$ cat src/rtl/mc_main_ctrl.sv
//==============================================================================
// Module   : mc_main_ctrl
// Brief    : Main control FSM for the multi-cycle MIPS datapath. Steps the
//            shared PC/memory/IR/regfile/ALU datapath one state per cycle,
//            decodes IR[31:26] and the ALU Zero flag, and stalls fetch and
//            data accesses on the mem_req/mem_ready handshake.
// Options  : `define MC_CTRL_BNE_EN adds the BNE branch state (encoding 13);
//            without it OP_BNE decodes as an illegal opcode.
// Revision : 1.0  initial release
//==============================================================================
`default_nettype none

module mc_main_ctrl #(
    parameter logic [5:0] OP_RTYPE = 6'h00,
    parameter logic [5:0] OP_LW    = 6'h23,
    parameter logic [5:0] OP_SW    = 6'h2B,
    parameter logic [5:0] OP_BEQ   = 6'h04,
    parameter logic [5:0] OP_ADDI  = 6'h08,
    parameter logic [5:0] OP_J     = 6'h02,
    parameter logic [5:0] OP_BNE   = 6'h05
) (
    input  logic       clk,
    input  logic       rst,
    input  logic [5:0] Op,
    input  logic       Zero,
    input  logic       mem_ready,
    output logic       mem_req,
    output logic       IorD,
    output logic       MemWrite,
    output logic       IRWrite,
    output logic       RegDst,
    output logic       MemtoReg,
    output logic       RegWrite,
    output logic       ALUSrcA,
    output logic [1:0] ALUSrcB,
    output logic [1:0] ALUOp,
    output logic [1:0] PCSrc,
    output logic       PCEn,
    output logic       illegal_op,
    output logic [3:0] state_o
);

    typedef enum logic [3:0] {
        S_RESET   = 4'd0,
        S_FETCH   = 4'd1,
        S_DECODE  = 4'd2,
        S_MEMADR  = 4'd3,
        S_MEMRD   = 4'd4,
        S_MEMWB   = 4'd5,
        S_MEMWR   = 4'd6,
        S_EXECUTE = 4'd7,
        S_ALUWB   = 4'd8,
        S_BRANCH  = 4'd9,
        S_ADDIEX  = 4'd10,
        S_ADDIWB  = 4'd11,
        S_JUMP    = 4'd12,
        S_BNE     = 4'd13
    } state_t;

    state_t     r_state;
    state_t     w_next;
    logic       w_dec_illegal;
    logic       w_pcen;

    logic       r_mem_req;
    logic       r_iord;
    logic       r_memwrite;
    logic       r_regdst;
    logic       r_memtoreg;
    logic       r_regwrite;
    logic       r_alusrca;
    logic [1:0] r_alusrcb;
    logic [1:0] r_aluop;
    logic [1:0] r_pcsrc;
    logic       r_illegal;

    // Next-state selection; also flags an unsupported opcode seen in DECODE.
    always_comb begin
        w_next        = S_FETCH;
        w_dec_illegal = 1'b0;
        case (r_state)
            S_RESET:   w_next = S_FETCH;
            S_FETCH:   w_next = mem_ready ? S_DECODE : S_FETCH;
            S_DECODE: begin
                case (Op)
                    OP_LW, OP_SW: w_next = S_MEMADR;
                    OP_RTYPE:     w_next = S_EXECUTE;
                    OP_BEQ:       w_next = S_BRANCH;
                    OP_ADDI:      w_next = S_ADDIEX;
                    OP_J:         w_next = S_JUMP;
`ifdef MC_CTRL_BNE_EN
                    OP_BNE:       w_next = S_BNE;
`else
                    OP_BNE: begin
                        w_next        = S_FETCH;
                        w_dec_illegal = 1'b1;
                    end
`endif
                    default: begin
                        w_next        = S_FETCH;
                        w_dec_illegal = 1'b1;
                    end
                endcase
            end
            S_MEMADR: begin
                if (Op == OP_LW)
                    w_next = S_MEMRD;
                else if (Op == OP_SW)
                    w_next = S_MEMWR;
                else
                    w_next = S_FETCH;
            end
            S_MEMRD:   w_next = mem_ready ? S_MEMWB : S_MEMRD;
            S_MEMWR:   w_next = mem_ready ? S_FETCH : S_MEMWR;
            S_EXECUTE: w_next = S_ALUWB;
            S_ADDIEX:  w_next = S_ADDIWB;
            default:   w_next = S_FETCH;
        endcase
    end

    // State register plus Moore outputs registered from the upcoming state,
    // so every decoded control line comes straight off a flop.
    always_ff @(posedge clk or posedge rst) begin
        if (rst) begin
            r_state    <= S_RESET;
            r_mem_req  <= 1'b0;
            r_iord     <= 1'b0;
            r_memwrite <= 1'b0;
            r_regdst   <= 1'b0;
            r_memtoreg <= 1'b0;
            r_regwrite <= 1'b0;
            r_alusrca  <= 1'b0;
            r_alusrcb  <= 2'b00;
            r_aluop    <= 2'b00;
            r_pcsrc    <= 2'b00;
            r_illegal  <= 1'b0;
        end else begin
            r_state    <= w_next;
            r_illegal  <= w_dec_illegal;
            r_mem_req  <= 1'b0;
            r_iord     <= 1'b0;
            r_memwrite <= 1'b0;
            r_regdst   <= 1'b0;
            r_memtoreg <= 1'b0;
            r_regwrite <= 1'b0;
            r_alusrca  <= 1'b0;
            r_alusrcb  <= 2'b00;
            r_aluop    <= 2'b00;
            r_pcsrc    <= 2'b00;
            case (w_next)
                S_FETCH: begin
                    r_mem_req <= 1'b1;
                    r_alusrcb <= 2'b01;
                end
                S_DECODE:  r_alusrcb <= 2'b11;
                S_MEMADR: begin
                    r_alusrca <= 1'b1;
                    r_alusrcb <= 2'b10;
                end
                S_MEMRD: begin
                    r_mem_req <= 1'b1;
                    r_iord    <= 1'b1;
                end
                S_MEMWB: begin
                    r_memtoreg <= 1'b1;
                    r_regwrite <= 1'b1;
                end
                S_MEMWR: begin
                    r_mem_req  <= 1'b1;
                    r_iord     <= 1'b1;
                    r_memwrite <= 1'b1;
                end
                S_EXECUTE: begin
                    r_alusrca <= 1'b1;
                    r_aluop   <= 2'b10;
                end
                S_ALUWB: begin
                    r_regdst   <= 1'b1;
                    r_regwrite <= 1'b1;
                end
                S_BRANCH, S_BNE: begin
                    r_alusrca <= 1'b1;
                    r_aluop   <= 2'b01;
                    r_pcsrc   <= 2'b01;
                end
                S_ADDIEX: begin
                    r_alusrca <= 1'b1;
                    r_alusrcb <= 2'b10;
                end
                S_ADDIWB:  r_regwrite <= 1'b1;
                S_JUMP:    r_pcsrc <= 2'b10;
                default: ;
            endcase
        end
    end

    // PC load enable depends on same-cycle handshake and Zero flag.
    always_comb begin
        w_pcen = 1'b0;
        case (r_state)
            S_FETCH:  w_pcen = mem_ready;
            S_BRANCH: w_pcen = Zero;
            S_JUMP:   w_pcen = 1'b1;
`ifdef MC_CTRL_BNE_EN
            S_BNE:    w_pcen = ~Zero;
`endif
            default:  w_pcen = 1'b0;
        endcase
    end

    assign IRWrite    = (r_state == S_FETCH) && mem_ready;
    assign PCEn       = w_pcen;
    assign mem_req    = r_mem_req;
    assign IorD       = r_iord;
    assign MemWrite   = r_memwrite;
    assign RegDst     = r_regdst;
    assign MemtoReg   = r_memtoreg;
    assign RegWrite   = r_regwrite;
    assign ALUSrcA    = r_alusrca;
    assign ALUSrcB    = r_alusrcb;
    assign ALUOp      = r_aluop;
    assign PCSrc      = r_pcsrc;
    assign illegal_op = r_illegal;
    assign state_o    = r_state;

endmodule

`default_nettype wire

$ cat config.mk
export PLATFORM = sky130hd
export DESIGN_NAME = mc_main_ctrl
export DESIGN_NICKNAME = d
export VERILOG_FILES = /design/src/rtl/mc_main_ctrl.sv
export SDC_FILE = /design/constraint.sdc
export NUM_CORES = 1
export LEC_CHECK = 0
export CORE_MARGIN = 1.5
export CORE_UTILIZATION = 45
export DETAILED_ROUTE_END_ITERATION = 10
export PLACE_DENSITY = 0.78
export RECOVER_POWER = 50
export SLEW_MARGIN = 5
export SYNTH_ARGS = -nofsm -noshare
export SYNTH_HDL_FRONTEND = slang
export SYNTH_SLANG_ARGS = --single-unit
export TNS_END_PERCENT = 10
$ cat constraint.sdc
create_clock -name clk -period 4.6 [get_ports clk]
set_clock_uncertainty 0.1 [all_clocks]
set_input_delay 0.46 -clock clk [delete_from_list [all_inputs] [get_ports clk]]
set_output_delay 0.46 -clock clk [all_outputs]
set_load 0.1 [all_outputs]
==> results of run 1 <==
## registers in the layout, indices dropped and copies added, names as in the netlist
register    flops
RegWrite        1
state_o         4
RegDst          1
ALUSrcB         2
MemtoReg        1
IorD            1
illegal_op      1
PCSrc           1
mem_req         1
ALUSrcA         1
MemWrite        1
ALUOp           2
## where the power goes
group | switching, W | total [W] | internal, W
registers | 0.0000318 | 0.000207 | 0.000175
clock network | 0.0000421 | 0.0000744 | 0.0000323
logic | 0.000315 | 0.000416 | 0.000101
total | 0.000389 | 0.000698 | 0.000308
## routing by layer
metal / vias up / GRT usage, % / wire length (um)
met2: 21 / 31.31 / 878
met1: 347 / 20.24 / 842
met3: 2 / 6.442 / 89
met5: - / 0 / 0
li1: 394 / - / -
met4: 0 / 4.286 / 14
## final timing paths
| check | cells after the start | from | endpoint | slack, ns |
|---|---|---|---|---|
| worst max-delay path | 6 | mem_ready | PCEn | 1.44 |
| worst min-delay path | 2 | rst | IorD$_DFF_PP0_ | 0.57 |
| worst max register to register | 6 | state_o[0]$_DFF_PP0_ | ALUSrcB[0]$_DFF_PP0_ | 1.84 |
| worst min register to register | 1 | state_o[1]$_DFF_PP0_ | MemtoReg$_DFF_PP0_ | 0.61 |
| max in group asynchronous | 2 | rst | ALUOp[1]$_DFF_PP0_ | 3.45 |
| min in group clk | 1 | state_o[1]$_DFF_PP0_ | MemtoReg$_DFF_PP0_ | 0.61 |
## critical path, cell delays in order
cell             delay, ns
clkdlybuf4s50_1       0.57
inv_1                 0.09
o21ai_0               0.16
a2bb2oi_1             0.09
nor2_1                0.08
clkdlybuf4s50_1       1.14
## Yosys cell counts (2+ instances only)
master    count  share of area (%)
nor3b_1       4                3.1
inv_1         4                1.6
nor2_1       10                3.9
buf_6         3                3.5
nand2_1       4                1.6
buf_2         5                2.6
nand3_1       3                1.6
nor2b_1       3                2.0
or2b_1        2                1.6
nor4_1        2                1.3
dfrtp_1      17                 44
xnor2_1       2                1.8
a21oi_1       4                2.1
or3_1         4                2.6
o21ai_0       6                3.1
nor3_1        2                1.0
nand2b_1      2                1.3
o21ai_1       2                1.0
xor2_1        2                1.8
## kinds of logic (layout without fill, tap and decap cells)
group,count (synthesis),count (layout),synth area share [%]
simple gates,42,42,25.88
compound gates,21,21,17.43
flops,17,17,44.21
buf+inv,14,38,8.841
xor+xnor,4,4,3.642
## through the flow
stage	total power [W]	setup slack, ns	instance area, um^2	cells
2_1_floorplan	0.0005575	0.4599	962.2	98
3_3_place_gp	0.0006378	1.502	1220	145
3_5_place_dp	0.0006439	1.428	1220	145
4_1_cts	0.0007191	1.432	1247	149
5_1_grt	0.0007349	1.205	1219	149
6_report	0.0006977	1.443	1219	149
## layout make-up
class	count	area, um^2	share of cell area, %
Clock buffer	3	22.52	1.848
Clock inverter	1	5.005	0.4107
Inverter	5	18.77	1.540
Multi-Input combinational cell	67	422.9	34.70
Sequential cell	17	425.4	34.91
Tap cell	27	33.78	2.772
Timing Repair Buffer	29	290.3	23.82
==> impl_metrics.json, run 1 <==
{
  "syn_inst": 98,
  "hold-worst-slack_ns": 0.5707,
  "fin_crit_ns": 3.157,
  "drv_slew": 0,
  "numCtsBuffers": 3,
  "yosys_warnings": 0,
  "drv_cap": 0,
  "p_leak_nw": 0.4993,
  "synth.distinct_cells": 36,
  "final_common_cell": "clkdlybuf4s50_1",
  "vias": 764,
  "final_net_count": 133,
  "required_ns": 4.04,
  "synth_ff_type": "dfrtp_1",
  "synth-edff-count": 0,
  "cts_buffer_depth": 2,
  "antenna_found_initial": 0,
  "worst_slew_pin_slew_ns": 1.397,
  "synth_area_um2": 962.2,
  "critPathCaptureType": "output pin",
  "final_cell_mix": "clkdlybuf4s50_1 (26), dfrtp_1 (17), nor2_1 (10)",
  "rsz0062_at_grt": "false",
  "cts_setup_buffers": 0,
  "drive_above_1_share_pct": 4.918,
  "cp-start-kind": "input pin",
  "critical_path_peak_fanout": 6,
  "fp.dieH_um": 49.24,
  "rows": 16,
  "fmax_mhz": 316.8,
  "drc": 0,
  "die_w_um": 49.24,
  "path_clk_slew_ns": 0.09,
  "setup_viol": 0,
  "grt_max_degree": 18,
  "postSynth.asyncResetShare_pct": 100.0,
  "clock_sinks": 17,
  "nFillCells": 176,
  "critPathArrivalTime_ns": 2.60,
  "avgSynthCellArea_um2": 9.818,
  "postCtsHoldBufs": 0,
  "cts_resized": 0,
  "viasPerCell": 5.128,
  "critPathKind": "in2out",
  "gp_congestion": 0.8401,
  "dr.pass1.iters": 4,
  "ys_ff_latch": 17,
  "vdd_ir_drop_max_uv": 461.4,
  "grt.overflow.total": 0,
  "placement.io_buffers": 29,
  "htreeDepth": 1,
  "syn2layout_area_growth_pct": 26.66,
  "cts_root_buffer": "clkbuf_4",
  "maxSlewHeadroom_pct": 4.460,
  "boundaryPins": 30,
  "cellPowerDensity_mw_per_mm2": 572.5,
  "drt_iter0_markers": 12,
  "n_antenna_cell": 0,
  "grt_pass1_vias": 749,
  "outcome": "completed",
  "hpwl_mm": 1.360,
  "tns_ns": 0,
  "synth_nets": 108,
  "grt_usage_pct": 17.76,
  "core_area_mm2": 0.001982,
  "dieArea_mm2": 0.002425,
  "post_drt_wl_per_cell_um": 12.25,
  "start_util_pct": 48.55,
  "yosysSeqAreaShare_pct": 44.21,
  "hp-class": "in2async",
  "hold_viol_final": 0,
  "grt_pass1_wl_mm": 3.298,
  "cts_tree": "built",
  "final_util_pct": 61.49,
  "drt_wl_total_mm": 1.825,
  "clk_latency_ns": 0.28,
  "ant_nets": 0,
  "finalCritPeriodShare_pct": 68.63
}
No activity file was read; power rests on OpenSTA's default activity.
==> run 2: changes to the inputs <==
- clock period: 4.6 -> 3.1 ns (I/O delays scaled with it)
==> run 2 against run 1 <==
  * Sequential cell count is the same
  * Cell area down 0.72%
  * First-iteration DRC count grew 75%
  * Combinational power increased by 46%
==> impl_metrics.json, run 2 (same netlist as run 1, synthesis figures left out) <==
{
  "cts_resized": 0,
  "cts_root_buffer": "clkbuf_4",
  "drive_above_1_share_pct": 9.836,
  "ant_nets": 0,
  "drv_slew": 0,
  "cellPowerDensity_mw_per_mm2": 854.3,
  "maxSlewHeadroom_pct": 22.60,
  "gp_congestion": 0.9081,
  "viasPerCell": 5.537,
  "start_util_pct": 48.55,
  "clock_sinks": 17,
  "cp-start-kind": "flop",
  "syn2layout_area_growth_pct": 25.75,
  "boundaryPins": 30,
  "final_common_cell": "clkdlybuf4s50_1",
  "placement.io_buffers": 29,
  "drt_wl_total_mm": 1.941,
  "cts_buffer_depth": 2,
  "critPathKind": "reg2reg",
  "dr.pass1.iters": 4,
  "grt.overflow.total": 0,
  "hpwl_mm": 1.476,
  "critPathMaxStageDelay_ns": 0.67,
  "path_clk_slew_ns": 0.10,
  "cts_setup_buffers": 0,
  "postCtsHoldBufs": 0,
  "grt_max_degree": 18,
  "drc": 0,
  "dp_slack_ns": 0.5635,
  "rows": 16,
  "post_drt_wl_per_cell_um": 13.03,
  "hold-worst-slack_ns": 0.4194,
  "final_cell_mix": "clkdlybuf4s50_1 (19), dfrtp_1 (17), nor2_1 (10)",
  "core_area_mm2": 0.001982,
  "rsz0062_at_grt": "false",
  "clk_latency_ns": 0.29,
  "stdcell_count": 149,
  "vias": 825,
  "vdd_ir_drop_max_uv": 582.9,
  "n_antenna_cell": 0,
  "required_ns": 3.15,
  "fin_crit_ns": 2.331,
  "fp.dieH_um": 49.24,
  "drt_iter0_markers": 21,
  "critical_path_peak_fanout": 14,
  "critPathArrivalTime_ns": 2.38,
  "p_leak_nw": 0.4943,
  "dpl.cell_count": 145,
  "worst_slew_pin_slew_ns": 1.166,
  "numCtsBuffers": 3,
  "finalCritPeriodShare_pct": 75.20,
  "fmax_mhz": 429.0,
  "hp-class": "in2async",
  "layout_setup_ws_ns": 0.7688,
  "cts_tree": "built",
  "largest_reg_flops": 4,
  "dieArea_mm2": 0.002425,
  "outcome": "completed",
  "htreeDepth": 1,
  "grt_pass1_wl_mm": 3.367,
  "crit_path_top_delay_cell": "or4b_1",
  "die_w_um": 49.24,
  "grt_pass1_vias": 716,
  "drv_cap": 0,
  "power.total_w": 0.001034,
  "setup_viol": 0,
  "crit_chain": "or4b_1 > a2111oi_2 > a2111o_1 > xnor2_1 > o21ai_1",
  "hold_viol_final": 0,
  "antenna_found_initial": 0,
  "grt_usage_pct": 17.74,
  "final_net_count": 133,
  "critPathCaptureType": "flop"
}
==> run 2: cell types whose count changed in the layout (fill, tap and decap cells not counted) <==
cell / before / now
buf_4: 0 / 3
o21ai_1: 1 / 2
a2111oi_2: 0 / 1
clkbuf_1: 0 / 6
a2111oi_4: 0 / 1
dlygate4sd3_1: 3 / 1
o21ai_0: 7 / 6
and2_1: 0 / 1
clkdlybuf4s50_1: 26 / 19
and2_0: 1 / 0
nor3_4: 0 / 1
nor3_1: 2 / 1
a2111oi_0: 2 / 0
==> run 2: where the power goes <==
part,total [W],internal (W),switching [W]
logic,0.000609,0.000127,0.000482
clock network,0.000116,0.0000479,0.0000682
registers,0.000308,0.000260,0.0000478
total,0.00103,0.000435,0.000598
==> run 2: cell type report <==
cell class                 count  area (um^2)
multi-input combinational     67        459.2
fill                         173        772.0
sequential                    17        425.4
tap                           27        33.78
inverter                       5        18.77
timing repair buffer          29        245.2
clock inverter                 1        5.005
clock buffer                   3        22.52
==> run 2: per-layer routing <==
metal	track usage, %	vias up	routed length (um)
li1	-	394	-
met5	0	-	0
met1	23.52	394	790
met4	1.429	0	0
met3	4.294	0	170
met2	30.41	37	980
==> run 2: worst max-delay path, delay by kind of cell, from the launching register on <==
kind / cells / cell delay [ns]
flops: 1 / 0.54
xor+xnor: 1 / 0.17
simple gates: 1 / 0.67
compound gates: 3 / 0.71
==> run 2: final timing paths <==
path | startpoint | endpoint | slack, ns | depth (start not counted)
setup / recovery | state_o[0]$_DFF_PP0_ | ALUSrcA$_DFF_PP0_ | 0.77 | 5
hold / removal | rst | state_o[1]$_DFF_PP0_ | 0.42 | 2
setup reg to reg | state_o[0]$_DFF_PP0_ | ALUSrcA$_DFF_PP0_ | 0.77 | 5
hold reg to reg | state_o[1]$_DFF_PP0_ | MemtoReg$_DFF_PP0_ | 0.62 | 1
max in group asynchronous | rst | state_o[3]$_DFF_PP0_ | 2.08 | 2
min in group clk | Op[4] | illegal_op$_DFF_PP0_ | 0.60 | 3
==> run 2: metrics by stage <==
step | TNS [ns] | cell area, um^2 | utilization, %
floorplan | -0.06920 | 973.4 | -
global placement | 0 | 1209 | 60.98
detailed placement | 0 | 1209 | 60.98
CTS | 0 | 1236 | 62.37
global route | 0 | 1210 | 61.05
finish | 0 | 1210 | 61.05
==> run 3: changes to the inputs <==
- clock period: 3.1 -> 2.3 ns (I/O delays scaled with it)
==> run 3 against run 2 <==
  * Critical path type unchanged
  * Cell count is 5.4% higher
  * Die area is the same
  * Largest power group unchanged
  * Sequential cell count unchanged
  * Global-route usage up 1.7 points
  * Core utilization grew 3.2 points
  * First-iteration DRC count down 29%
  * Register-to-register slack got worse by 0.66 ns
  * Cell area is 5.3% higher
  * Clock-buffer cell count up 1
  * Maximum frequency increased by 6.2%
  * Sequential power rose by 38%
  * Hold slack got worse by 0.082 ns
==> impl_metrics.json, run 3 (same netlist as run 1, synthesis figures left out) <==
{
  "outcome": "completed",
  "grt_max_degree": 18,
  "gp_congestion": 0.8927,
  "viasPerCell": 5.287,
  "grt_pass1_wl_mm": 3.581,
  "fmax_mhz": 455.7,
  "path_clk_slew_ns": 0.10,
  "drt_iter0_markers": 15,
  "critPathKind": "reg2reg",
  "final_common_cell": "buf_4",
  "syn2layout_area_growth_pct": 32.38,
  "rows": 16,
  "htreeDepth": 1,
  "r2r_start": "state_o[0]$_DFF_PP0_",
  "boundaryPins": 30,
  "stdcell_count": 157,
  "worst_slew_pin_slew_ns": 1.172,
  "core_area_mm2": 0.001982,
  "layout_setup_ws_ns": 0.1057,
  "clk_latency_ns": 0.29,
  "hold-worst-slack_ns": 0.3372,
  "cp-start-kind": "flop",
  "vdd_ir_drop_max_uv": 778.3,
  "fin_crit_ns": 2.194,
  "post_drt_wl_per_cell_um": 12.82,
  "drc": 0,
  "grt_pass1_vias": 806,
  "critPathArrivalTime_ns": 2.29,
  "drv_slew": 0,
  "hold_viol_final": 0,
  "r2r_end": "ALUSrcB[0]$_DFF_PP0_",
  "antenna_found_initial": 0,
  "hpwl_mm": 1.543,
  "dpl.cell_count": 153,
  "start_util_pct": 48.55,
  "final_cell_mix": "buf_4 (18), dfrtp_1 (14), nor2_1 (9), clkbuf_1 (9), clkdlybuf4s50_1 (8)",
  "reg2reg_depth": 5,
  "p_leak_nw": 0.5476,
  "final_util_pct": 64.27,
  "hp-class": "in2async",
  "numCtsBuffers": 3,
  "setup_viol": 0,
  "drt_wl_total_mm": 2.013,
  "rsz0062_at_grt": "false",
  "die_w_um": 49.24,
  "grt.overflow.total": 0,
  "final_net_count": 141,
  "startpoint": "state_o[0]$_DFF_PP0_",
  "cts_tree": "built",
  "finalCritPeriodShare_pct": 95.40,
  "clock_sinks": 17,
  "drive_above_1_share_pct": 25.38,
  "vias": 830,
  "drv_cap": 0,
  "critPathCaptureType": "flop",
  "cellPowerDensity_mw_per_mm2": 1181,
  "dp_slack_ns": -0.006676,
  "reg2reg_setup_slack_ns": 0.11,
  "maxSlewHeadroom_pct": 22.22,
  "largest_reg_flops": 4,
  "dr.pass1.iters": 4,
  "cts_resized": 0,
  "required_ns": 2.40,
  "cts_root_buffer": "clkbuf_4",
  "cts_buffer_depth": 2,
  "ant_nets": 0,
  "placement.io_buffers": 29,
  "grt_usage_pct": 19.40,
  "fp.dieH_um": 49.24,
  "dieArea_mm2": 0.002425,
  "critical_path_peak_fanout": 14,
  "n_antenna_cell": 0
}
## run 3: area by class of cell
cell class | count | area, um^2
fill | 176 | 708.2
multi-input combinational | 67 | 465.4
inverter | 5 | 18.77
tap | 27 | 33.78
clock buffer | 4 | 26.28
sequential | 17 | 434.2
timing repair buffer | 37 | 295.3
## run 3: power by group
group	switching, W	internal, W
Sequential	0.0000626	0.000362
Combinational	0.000667	0.000256
Clock	0.0000884	0.0000674
## run 3: worst max-delay path by stage
stage | to | slack, ns
after CTS | ALUSrcA$_DFF_PP0_ | 0.08
after detailed placement | ALUSrcA$_DFF_PP0_ | -0.007
final | ALUSrcB[0]$_DFF_PP0_ | 0.11
after global placement | mem_req$_DFF_PP0_ | 0.10
after floorplan | ALUSrcA$_DFF_PP0_ | -0.23
after global routing | ALUSrcA$_DFF_PP0_ | 0.008
## run 3: worst max-delay path, cell delays in order, from the launching register on
cell and delay (ns):
dfrtp_4 0.55, or4b_4 0.60, a2111oi_2 0.28, a2111o_1 0.31
xnor2_1 0.10, nor3_1 0.16
## run 3: what timing repair did
action	4_1_cts	5_1_grt
hold buffers	0	0
setup buffers	0	0
setup endpoints to repair	0	1
## run 3: per-stage QoR
step           area, um^2   TNS [ns]  power (W)
2_1_floorplan       991.0     -1.437   0.001147
4_1_cts              1304          0   0.001526
3_5_place_dp         1277  -0.006676   0.001373
3_3_place_gp         1277          0   0.001364
5_1_grt              1274          0   0.001574
6_report             1274          0   0.001504
## run 3: layer usage
metal	vias up	wire [um]	global-route usage [%]
met5	-	0	0
met4	0	56	9.524
met3	9	103	5.521
met2	24	985	32.43
met1	392	868	22.62
li1	405	-	-
